==> config.mk <==
export PLATFORM = sky130hd
export DESIGN_NAME = psum_accum_drain_flat
export DESIGN_NICKNAME = d
export VERILOG_FILES = /design/src/rtl/psum_accum_drain_if.sv /design/src/rtl/psum_accum_drain.sv /design/src/flat_wrapper.sv
export SDC_FILE = /design/constraint.sdc
export NUM_CORES = 2
export LEC_CHECK = 0
export CAP_MARGIN = 40
export CORE_MARGIN = 2
export CORE_UTILIZATION = 35
export CTS_BUF_LIST = sky130_fd_sc_hd__clkbuf_16
export DETAILED_ROUTE_END_ITERATION = 6
export GPL_TIMING_DRIVEN = 0
export PLACE_DENSITY = 0.61
export SLEW_MARGIN = 20
export SYNTH_ARGS = -nofsm -noshare
export SYNTH_HDL_FRONTEND = slang
export SYNTH_SLANG_ARGS = --single-unit
==> constraint.sdc <==
create_clock -name clk -period 41.9 [get_ports clk]
set_input_delay 6.285 -clock clk [delete_from_list [all_inputs] [get_ports clk]]
set_output_delay 6.285 -clock clk [all_outputs]
set_load 0.05 [all_outputs]
==> src/rtl/psum_accum_drain_if.sv <==
// Handshake bundle between the output FIFO, the accumulate/drain stage and the SRAM-bound stream.
//   fifo_out   : FIFO head row, lane i = bits [(i+1)*Bw-1 : i*Bw]
//   fifo_valid : FIFO has a full row
//   fifo_rd    : one-cycle pop request to the FIFO
//   out_data   : finished row, lane i = bits [(i+1)*AccBw-1 : i*AccBw]
//   out_valid  : out_data valid
//   out_ready  : downstream accepts out_data
// master = the drain stage, slave = its environment (FIFO + sink).
interface psum_accum_drain_if #(
  parameter int unsigned Col   = 8,
  parameter int unsigned Bw    = 16,
  parameter int unsigned AccBw = 20
);
  logic [Col*Bw-1:0]    fifo_out;
  logic                 fifo_valid;
  logic                 fifo_rd;
  logic [Col*AccBw-1:0] out_data;
  logic                 out_valid;
  logic                 out_ready;

  modport master (
    input  fifo_out,
    input  fifo_valid,
    input  out_ready,
    output fifo_rd,
    output out_data,
    output out_valid
  );

  modport slave (
    output fifo_out,
    output fifo_valid,
    output out_ready,
    input  fifo_rd,
    input  out_data,
    input  out_valid
  );
endinterface

==> src/rtl/psum_accum_drain.sv <==
// Consumer stage behind the output FIFO. Pops one row of partial sums per request, accumulates
// rows across weight passes in a local buffer and, on the final pass, streams each finished row
// (optionally ReLU-clamped) out on a valid/ready interface.
// Ports:
//   clk        : clock, rising edge
//   reset      : asynchronous reset, active low
//   start      : start a job (sampled in idle only)
//   num_rows   : rows per pass, latched at start
//   num_passes : passes to accumulate (1..16), latched at start
//   relu_en    : clamp negative lanes to zero on output, latched at start
//   bus        : FIFO pop side and output stream (see psum_accum_drain_if)
//   busy       : job in progress
//   done       : one-cycle pulse at job completion
module psum_accum_drain #(
  parameter int unsigned Col   = 8,
  parameter int unsigned Bw    = 16,
  parameter int unsigned AccBw = 20,
  parameter int unsigned Depth = 16,
  parameter int unsigned RowBw = 5
) (
  input  logic               clk,
  input  logic               reset,
  input  logic               start,
  input  logic [RowBw-1:0]   num_rows,
  input  logic [4:0]         num_passes,
  input  logic               relu_en,
  psum_accum_drain_if.master bus,
  output logic               busy,
  output logic               done
);

  localparam int unsigned IdxBw = (Depth > 1) ? $clog2(Depth) : 1;

  localparam logic [2:0] StIdle = 3'd0;
  localparam logic [2:0] StReq  = 3'd1;
  localparam logic [2:0] StWait = 3'd2;
  localparam logic [2:0] StCap  = 3'd3;
  localparam logic [2:0] StEmit = 3'd4;
  localparam logic [2:0] StFin  = 3'd5;

  localparam logic [RowBw-1:0] RowOne  = RowBw'(1);
  localparam logic [4:0]       PassOne = 5'd1;

  logic [2:0]       state_q, state_d;
  logic [RowBw-1:0] row_cnt_q, row_cnt_d;
  logic [4:0]       pass_cnt_q, pass_cnt_d;
  logic [RowBw-1:0] num_rows_q, num_rows_d;
  logic [4:0]       num_passes_q, num_passes_d;
  logic             relu_q, relu_d;

  // Accumulation buffer: one packed row of Col lanes per entry; contents need no reset.
  logic [Col*AccBw-1:0] acc_mem [Depth];
  logic [Col*AccBw-1:0] acc_rd;
  logic [Col*AccBw-1:0] acc_wdata;
  logic [Col*AccBw-1:0] out_row;
  logic                 acc_we;
  logic [IdxBw-1:0]     row_idx;

  logic last_row;
  logic last_pass;

  assign row_idx   = row_cnt_q[IdxBw-1:0];
  assign acc_rd    = acc_mem[row_idx];
  assign last_row  = (row_cnt_q == (num_rows_q - RowOne));
  assign last_pass = (pass_cnt_q == (num_passes_q - PassOne));

  // Lane datapath: accumulate the FIFO head into the current row, and form the ReLU'd output.
  always_comb begin
    acc_wdata = '0;
    out_row   = '0;
    for (int i = 0; i < int'(Col); i++) begin
      logic [AccBw-1:0] base;
      logic [AccBw-1:0] ext;
      logic [AccBw-1:0] cur;
      // First pass overwrites whatever stale data the buffer row holds.
      base = (pass_cnt_q == 5'd0) ? '0 : acc_rd[i*AccBw +: AccBw];
      ext  = AccBw'($signed(bus.fifo_out[i*Bw +: Bw]));
      acc_wdata[i*AccBw +: AccBw] = base + ext;
      cur = acc_rd[i*AccBw +: AccBw];
      out_row[i*AccBw +: AccBw] = (relu_q && cur[AccBw-1]) ? '0 : cur;
    end
  end

  // Next-state logic.
  always_comb begin
    state_d      = state_q;
    row_cnt_d    = row_cnt_q;
    pass_cnt_d   = pass_cnt_q;
    num_rows_d   = num_rows_q;
    num_passes_d = num_passes_q;
    relu_d       = relu_q;
    acc_we       = 1'b0;

    unique case (state_q)
      StIdle: begin
        if (start) begin
          num_rows_d   = num_rows;
          num_passes_d = num_passes;
          relu_d       = relu_en;
          row_cnt_d    = '0;
          pass_cnt_d   = '0;
          state_d      = ((num_rows == '0) || (num_passes == 5'd0)) ? StFin : StReq;
        end
      end
      StReq: begin
        if (bus.fifo_valid) begin
          state_d = StWait;
        end
      end
      // Covers the FIFO's registered read enable so the head row is settled for capture.
      StWait: begin
        state_d = StCap;
      end
      StCap: begin
        acc_we = 1'b1;
        if (last_pass) begin
          state_d = StEmit;
        end else begin
          if (last_row) begin
            row_cnt_d  = '0;
            pass_cnt_d = pass_cnt_q + PassOne;
          end else begin
            row_cnt_d = row_cnt_q + RowOne;
          end
          state_d = StReq;
        end
      end
      StEmit: begin
        if (bus.out_ready) begin
          if (last_row) begin
            row_cnt_d  = '0;
            pass_cnt_d = pass_cnt_q + PassOne;
          end else begin
            row_cnt_d = row_cnt_q + RowOne;
          end
          state_d = (last_row && last_pass) ? StFin : StReq;
        end
      end
      StFin: begin
        state_d = StIdle;
      end
      default: begin
        state_d = StIdle;
      end
    endcase
  end

  always_ff @(posedge clk or negedge reset) begin
    if (!reset) begin
      state_q      <= StIdle;
      row_cnt_q    <= '0;
      pass_cnt_q   <= '0;
      num_rows_q   <= '0;
      num_passes_q <= '0;
      relu_q       <= 1'b0;
    end else begin
      state_q      <= state_d;
      row_cnt_q    <= row_cnt_d;
      pass_cnt_q   <= pass_cnt_d;
      num_rows_q   <= num_rows_d;
      num_passes_q <= num_passes_d;
      relu_q       <= relu_d;
    end
  end

  always_ff @(posedge clk) begin
    if (acc_we) begin
      acc_mem[row_idx] <= acc_wdata;
    end
  end

  // Outputs decode straight from state so an asynchronous reset clears them at once.
  assign bus.fifo_rd   = (state_q == StReq) && bus.fifo_valid;
  assign bus.out_valid = (state_q == StEmit);
  assign bus.out_data  = (state_q == StEmit) ? out_row : '0;
  assign busy          = (state_q != StIdle);
  assign done          = (state_q == StFin);

endmodule
==> src/flat_wrapper.sv <==
// flat-port wrapper written by rule: the top's interface ports become plain ports
module psum_accum_drain_flat 
#(
  parameter int unsigned Col   = 8,
  parameter int unsigned Bw    = 16,
  parameter int unsigned AccBw = 20,
  parameter int unsigned Depth = 16,
  parameter int unsigned RowBw = 5
)
  (clk, reset, start, num_rows, num_passes, relu_en, busy, done, bus_fifo_out, bus_fifo_valid, bus_out_ready, bus_fifo_rd, bus_out_data, bus_out_valid);
  psum_accum_drain_if #(.Col(Col), .Bw(Bw), .AccBw(AccBw)) bus_i ();
  input  logic clk;
  input  logic reset;
  input  logic start;
  input  logic [RowBw-1:0] num_rows;
  input  logic [4:0] num_passes;
  input  logic relu_en;
  output logic busy;
  output logic done;
  input wire logic [$bits(bus_i.fifo_out)-1:0] bus_fifo_out;
  input wire logic [$bits(bus_i.fifo_valid)-1:0] bus_fifo_valid;
  input wire logic [$bits(bus_i.out_ready)-1:0] bus_out_ready;
  output wire logic [$bits(bus_i.fifo_rd)-1:0] bus_fifo_rd;
  output wire logic [$bits(bus_i.out_data)-1:0] bus_out_data;
  output wire logic [$bits(bus_i.out_valid)-1:0] bus_out_valid;
  assign bus_i.fifo_out = bus_fifo_out;
  assign bus_i.fifo_valid = bus_fifo_valid;
  assign bus_i.out_ready = bus_out_ready;
  assign bus_fifo_rd = bus_i.fifo_rd;
  assign bus_out_data = bus_i.out_data;
  assign bus_out_valid = bus_i.out_valid;
  psum_accum_drain #(.Col(Col), .Bw(Bw), .AccBw(AccBw), .Depth(Depth), .RowBw(RowBw)) u_core (.clk(clk), .reset(reset), .start(start), .num_rows(num_rows), .num_passes(num_passes), .relu_en(relu_en), .bus(bus_i), .busy(busy), .done(done));
endmodule
# [Word-level counts from Yosys, hierarchy flattened]
# Memory sizes are Yosys's and may differ from the RTL's.
# Cells that the tools add are included.
[word_totals] regBits=24 ramBits=2560 output_inout_bits=164 wordCells=86 memories=1
[classes] n_addsub=12 eq_ne=11 n_mux=36 n_reduce_logical=20
[mem_list] name="u_core.acc_mem" words=16 word_bits=160 read_ports=1 rd_ports_with_merged_regs=0 write_ports=1 line_no="psum_accum_drain.sv:52" rtl="logic [Col*AccBw-1:0] acc_mem [Depth];"
[ops] cell="$mux 20" count=16
[ops] cell="$add 20x20->20" count=8
[ops] cell="$mux 160" count=1
[ops] cell="$mux 5" count=7
[ops] cell="$pmux 5 s3" count=2
[ops] cell="$mux 3" count=6
[ops] cell="$logic_not 5->1" count=3
[ops] cell="$pmux 3 s5" count=1
[ops] cell="$add 5x1->5 const B" count=2
[ops] cell="$eq 5x5->1" count=2
[ops] cell="$logic_and 1x1->1" count=10
[ops] cell="$sub 5x1->5 const B" count=2
[ops] cell="$ne 2x2->1 const B" count=4
[ops] cell="$eq 3x2->1 const B" count=2
[ops] cell="$eq 3x3->1 const B" count=2
[ops] cell="$reduce_bool 3->1" count=2
[ops] cell="$reduce_and 4->1" count=1
[ops] cell="$eq 3x1->1 const B" count=1
[ops] cell="$logic_not 3->1" count=1
[ops] cell="$mux 1" count=3
[ops] cell="$reduce_and 3->1" count=1
[ops] cell="$reduce_and 2->1" count=1
[ops] cell="$logic_or 1x1->1" count=1

# [Logic depth before layout (Yosys ltp)]
[depth] word_depth=6 ltp_mapped=18

# [Worst setup path after synthesis]
# Ideal clock, no wire load.
[synth_timing] path_type="input -> output" from="input bus_fifo_valid" to="output bus_fifo_rd" arrival_time_ns=7.818 setup_slack_ns=27.797 path_stages=1 n_path_buf=0 path_cell_list="nor4bb_1"
[synth_via] elab_chain_len=1
[synth_rtl] element="from (decl)" line_no="flat_wrapper.sv:21" rtl="input wire logic [$bits(bus_i.fifo_valid)-1:0] bus_fifo_valid;"
[synth_rtl] element="$logic_and 1x1->1" line_no="psum_accum_drain.sv:173" rtl="assign bus.fifo_rd = (state_q == StReq) && bus.fifo_valid;"
[synth_rtl] element="to (decl)" line_no="flat_wrapper.sv:23" rtl="output wire logic [$bits(bus_i.fifo_rd)-1:0] bus_fifo_rd;"
# No other way between the ends.

# [Worst setup path in the final report]
# Same ends and word-level chain as after synthesis.

==> summary.txt <==
STA
  • Tcrit/Tclk final: 34.7%
  • F_max: 68.7 MHz
  • Setup Skew: 0.0664 ns
  • Slew @ Worst Pin: 0.904 ns
  • RSZ-0062 raised after global routing: no
  • Final setup viols: 0
  • Setup tns final: 0 ns
  • Hold Fails Final Rpt: 0
  • Relative slew slack: 39.4%
  • Slew Viols, Final: 0
  • Min cycle time layout: 14.56 ns

Placed design
  • Final Wtd Congestion: 0.778
  • Placed insts: 9,767
  • Detail Placement HPWL: 204,000 µm
  • IO buf count: 307

Clock network
  • H-tree depth: 5
  • Clock buffer depth: 4
  • TritonCTS clock tree: yes
  • Number of gates resized after CTS: 0
  • Post-CTS setup buffer count: 0
  • Worst-Skew Late Latency: 0.94 ns
  • CTS Hold Bufs: 0
  • CTS sink cnt: 2,584
  • CTS buffer count: 279
  • CTS Root Cell: clkbuf_16
  • CTS clk-pin slew, worst paths: 0.06 ns

Detailed routing
  • Mean routed wirelength per cell: 28.7 µm
  • DRC: 0
  • Total iterations of the first detailed-routing run: 5
  • Starting DRT DRC Count: 6,160
  • Final wirelength: 295,000 µm
  • Routed Antenna Nets: 0
  • Detailed-route via count: 55,400
  • Via/cell ratio: 5.39

Synth
  • Simple-Gate Fraction of Synth Area: 3.43%
  • Largest family of logic cells by synthesized area: multiplexers
  • Compound-Gate Fraction of Synth Area: 2.26%
  • Syn Area/Cell: 21.1 µm²
  • Synth Flop Type: edfxtp_1
  • Synthesized Nets: 5,349
  • Number of synthesized flops with an enable pin: 2,560
  • Post-synth top area share: 72.4%
  • Fraction of registers with async set/reset: 0.929%
  • #FFs+latches synth: 2,584
  • Post-Syn Instances: 5,037
  • Warnings from Yosys: 0
  • Register area share after synthesis: 72.9%
  • Post-Synth XOR/XNOR Area: 1.24%
  • Count of different cell masters after synthesis: 72
  • Post-synthesis mux area share: 17.0%
  • Largest cells by area after synthesis: edfxtp_1, mux4_2, ha_1
  • Syn Std Cell Area: 106,000 µm²
  • Synth Area in Adders: 2.04%
  • Largest area contributor in the netlist: edfxtp_1

Floorplan
  • Core Footprint: 303,000 µm²
  • IO Count: 308
  • Starting density of the core: 35.1%
  • Die width: 555 µm
  • Die Y: 555 µm
  • Die footprint: 308,000 µm²
  • Row Count: 202

Pwr
  • Power density over the cells: 76.5 nW/µm²
  • Total power: 9.87 mW
  • Pleak: 41.5 nW
  • Max IR drop VDD: 0.0425 mV

Global routing
  • Global route overflow: 0
  • Number of global-route vias before repair: 56,200
  • Largest net degree at the start of global routing: 32
  • Initial antenna violation count: 21
  • First-pass GRT wire length: 414,000 µm
  • Gr usage total: 18.9%

Finish
  • Most frequent cells in the layout: edfxtp_1, mux4_2, clkdlybuf4s50_1, clkbuf_16, buf_4
  • Area growth syn-to-layout: 21.5%
  • Most common cell after layout, fill and taps aside: edfxtp_1
  • Filler cells: 25,900
  • NumNets Final: 6,409
  • Finished Core Util: 42.6%
  • Ratio of cells with drive above 1 in the final layout: 28.6%
  • Layout Cells excl Fill: 10,300

Worst setup path
  • Crit. End Element: output pin
  • Data required, critical path: 35.62 ns
  • Worst Reg-to-Reg Cells: 17
  • Crit path DAT: 8.27 ns
  • CP Launch Type: input pin
  • Crit Path Max Fanout: 4
  • Setup CP Type: in2out

Outcome
  • Status: finished clean

Flow run
  • Number of max-cap violations: 0

Min path
  • Cells on Worst Hold Path: 1
  • Worst Hold Class: reg2reg
==> power breakdown <==
| group | switching, mW | internal, mW |
|---|---|---|
| combinational | 2.24 | 1.26 |
| clock | 0.970 | 1.34 |
| sequential | 0.0312 | 4.03 |
==> worst paths after layout <==
path                                            startpoint                                to  slack (ns)
hold reg to reg            u_core.row_cnt_q[4]$_DFFE_PN0P_   u_core.row_cnt_q[4]$_DFFE_PN0P_        0.57
min in group asynchronous                            reset         u_core.relu_q$_DFFE_PN0P_        5.39
setup / recovery                            bus_fifo_valid                       bus_fifo_rd       27.34
hold / removal             u_core.row_cnt_q[4]$_DFFE_PN0P_   u_core.row_cnt_q[4]$_DFFE_PN0P_        0.57
max in group asynchronous                            reset     u_core.state_q[2]$_DFFE_PN0P_       36.06
setup reg to reg           u_core.row_cnt_q[1]$_DFFE_PN0P_  u_core.acc_mem[7][159]$_DFFE_PP_       34.63
==> flip-flops by register name, summed over array words and instances, names as in the netlist <==
name,cells
u_core.num_rows_q,5
u_core.num_passes_q,5
u_core.state_q,3
u_core.acc_mem,2560
u_core.row_cnt_q,5
u_core.pass_cnt_q,5
u_core.relu_q,1
==> synthesized netlist by cell type, types with 37 or more instances <==
master	instances
clkbuf_1	77
o21ai_0	66
nor2b_1	168
xor2_1	37
a21o_1	38
ha_1	160
nand2_1	97
edfxtp_1	2560
buf_1	59
buf_2	82
and2_1	161
a21oi_1	123
nor2_1	95
inv_1	59
nand3_1	40
mux4_2	792
xnor2_1	113
==> worst max-delay path, cell delays in order <==
cell and delay (ns):
clkdlybuf4s50_1 0.54, nor4bb_2 0.41, buf_4 0.23, clkdlybuf4s50_1 0.81
==> logic make-up after synthesis <==
family          count (synthesis)
flops                        2584
mux                           811
simple gates                  666
compound gates                373
buf+inv                       285
fa+ha+maj                     168
xor+xnor                      150
==> metal layers <==
layer  global-route usage, %  wire length [µm]
met1                    25.2            121000
met2                    31.6            146000
met3                    3.24             19800
met4                    5.90              8760
met5                       0                36
==> final cells by class <==
class,count,area [µm²],area share [%]
Clock buffer,289,7230,5.60
Clock inverter,182,1240,0.963
Timing Repair Buffer,779,9060,7.02
Buffer,225,1010,0.781
Tap cell,3978,4980,3.86
Antenna cell,9,22.5,0.0175
Sequential cell,2584,77500,60.0
Inverter,60,225,0.175
Multi-Input combinational cell,2168,27800,21.5
==> stage by stage <==
step           hold slack [ns]  setup WS (ns)  area (µm²)
2_1_floorplan            0.488          27.80      106000
3_3_place_gp             0.522          11.66      114000
3_5_place_dp             0.534          27.33      120000
4_1_cts                  0.547          27.32      129000
5_1_grt                  0.556          27.28      129000
6_report                 0.569          27.34      129000
Power figures use the tool's default switching activity.
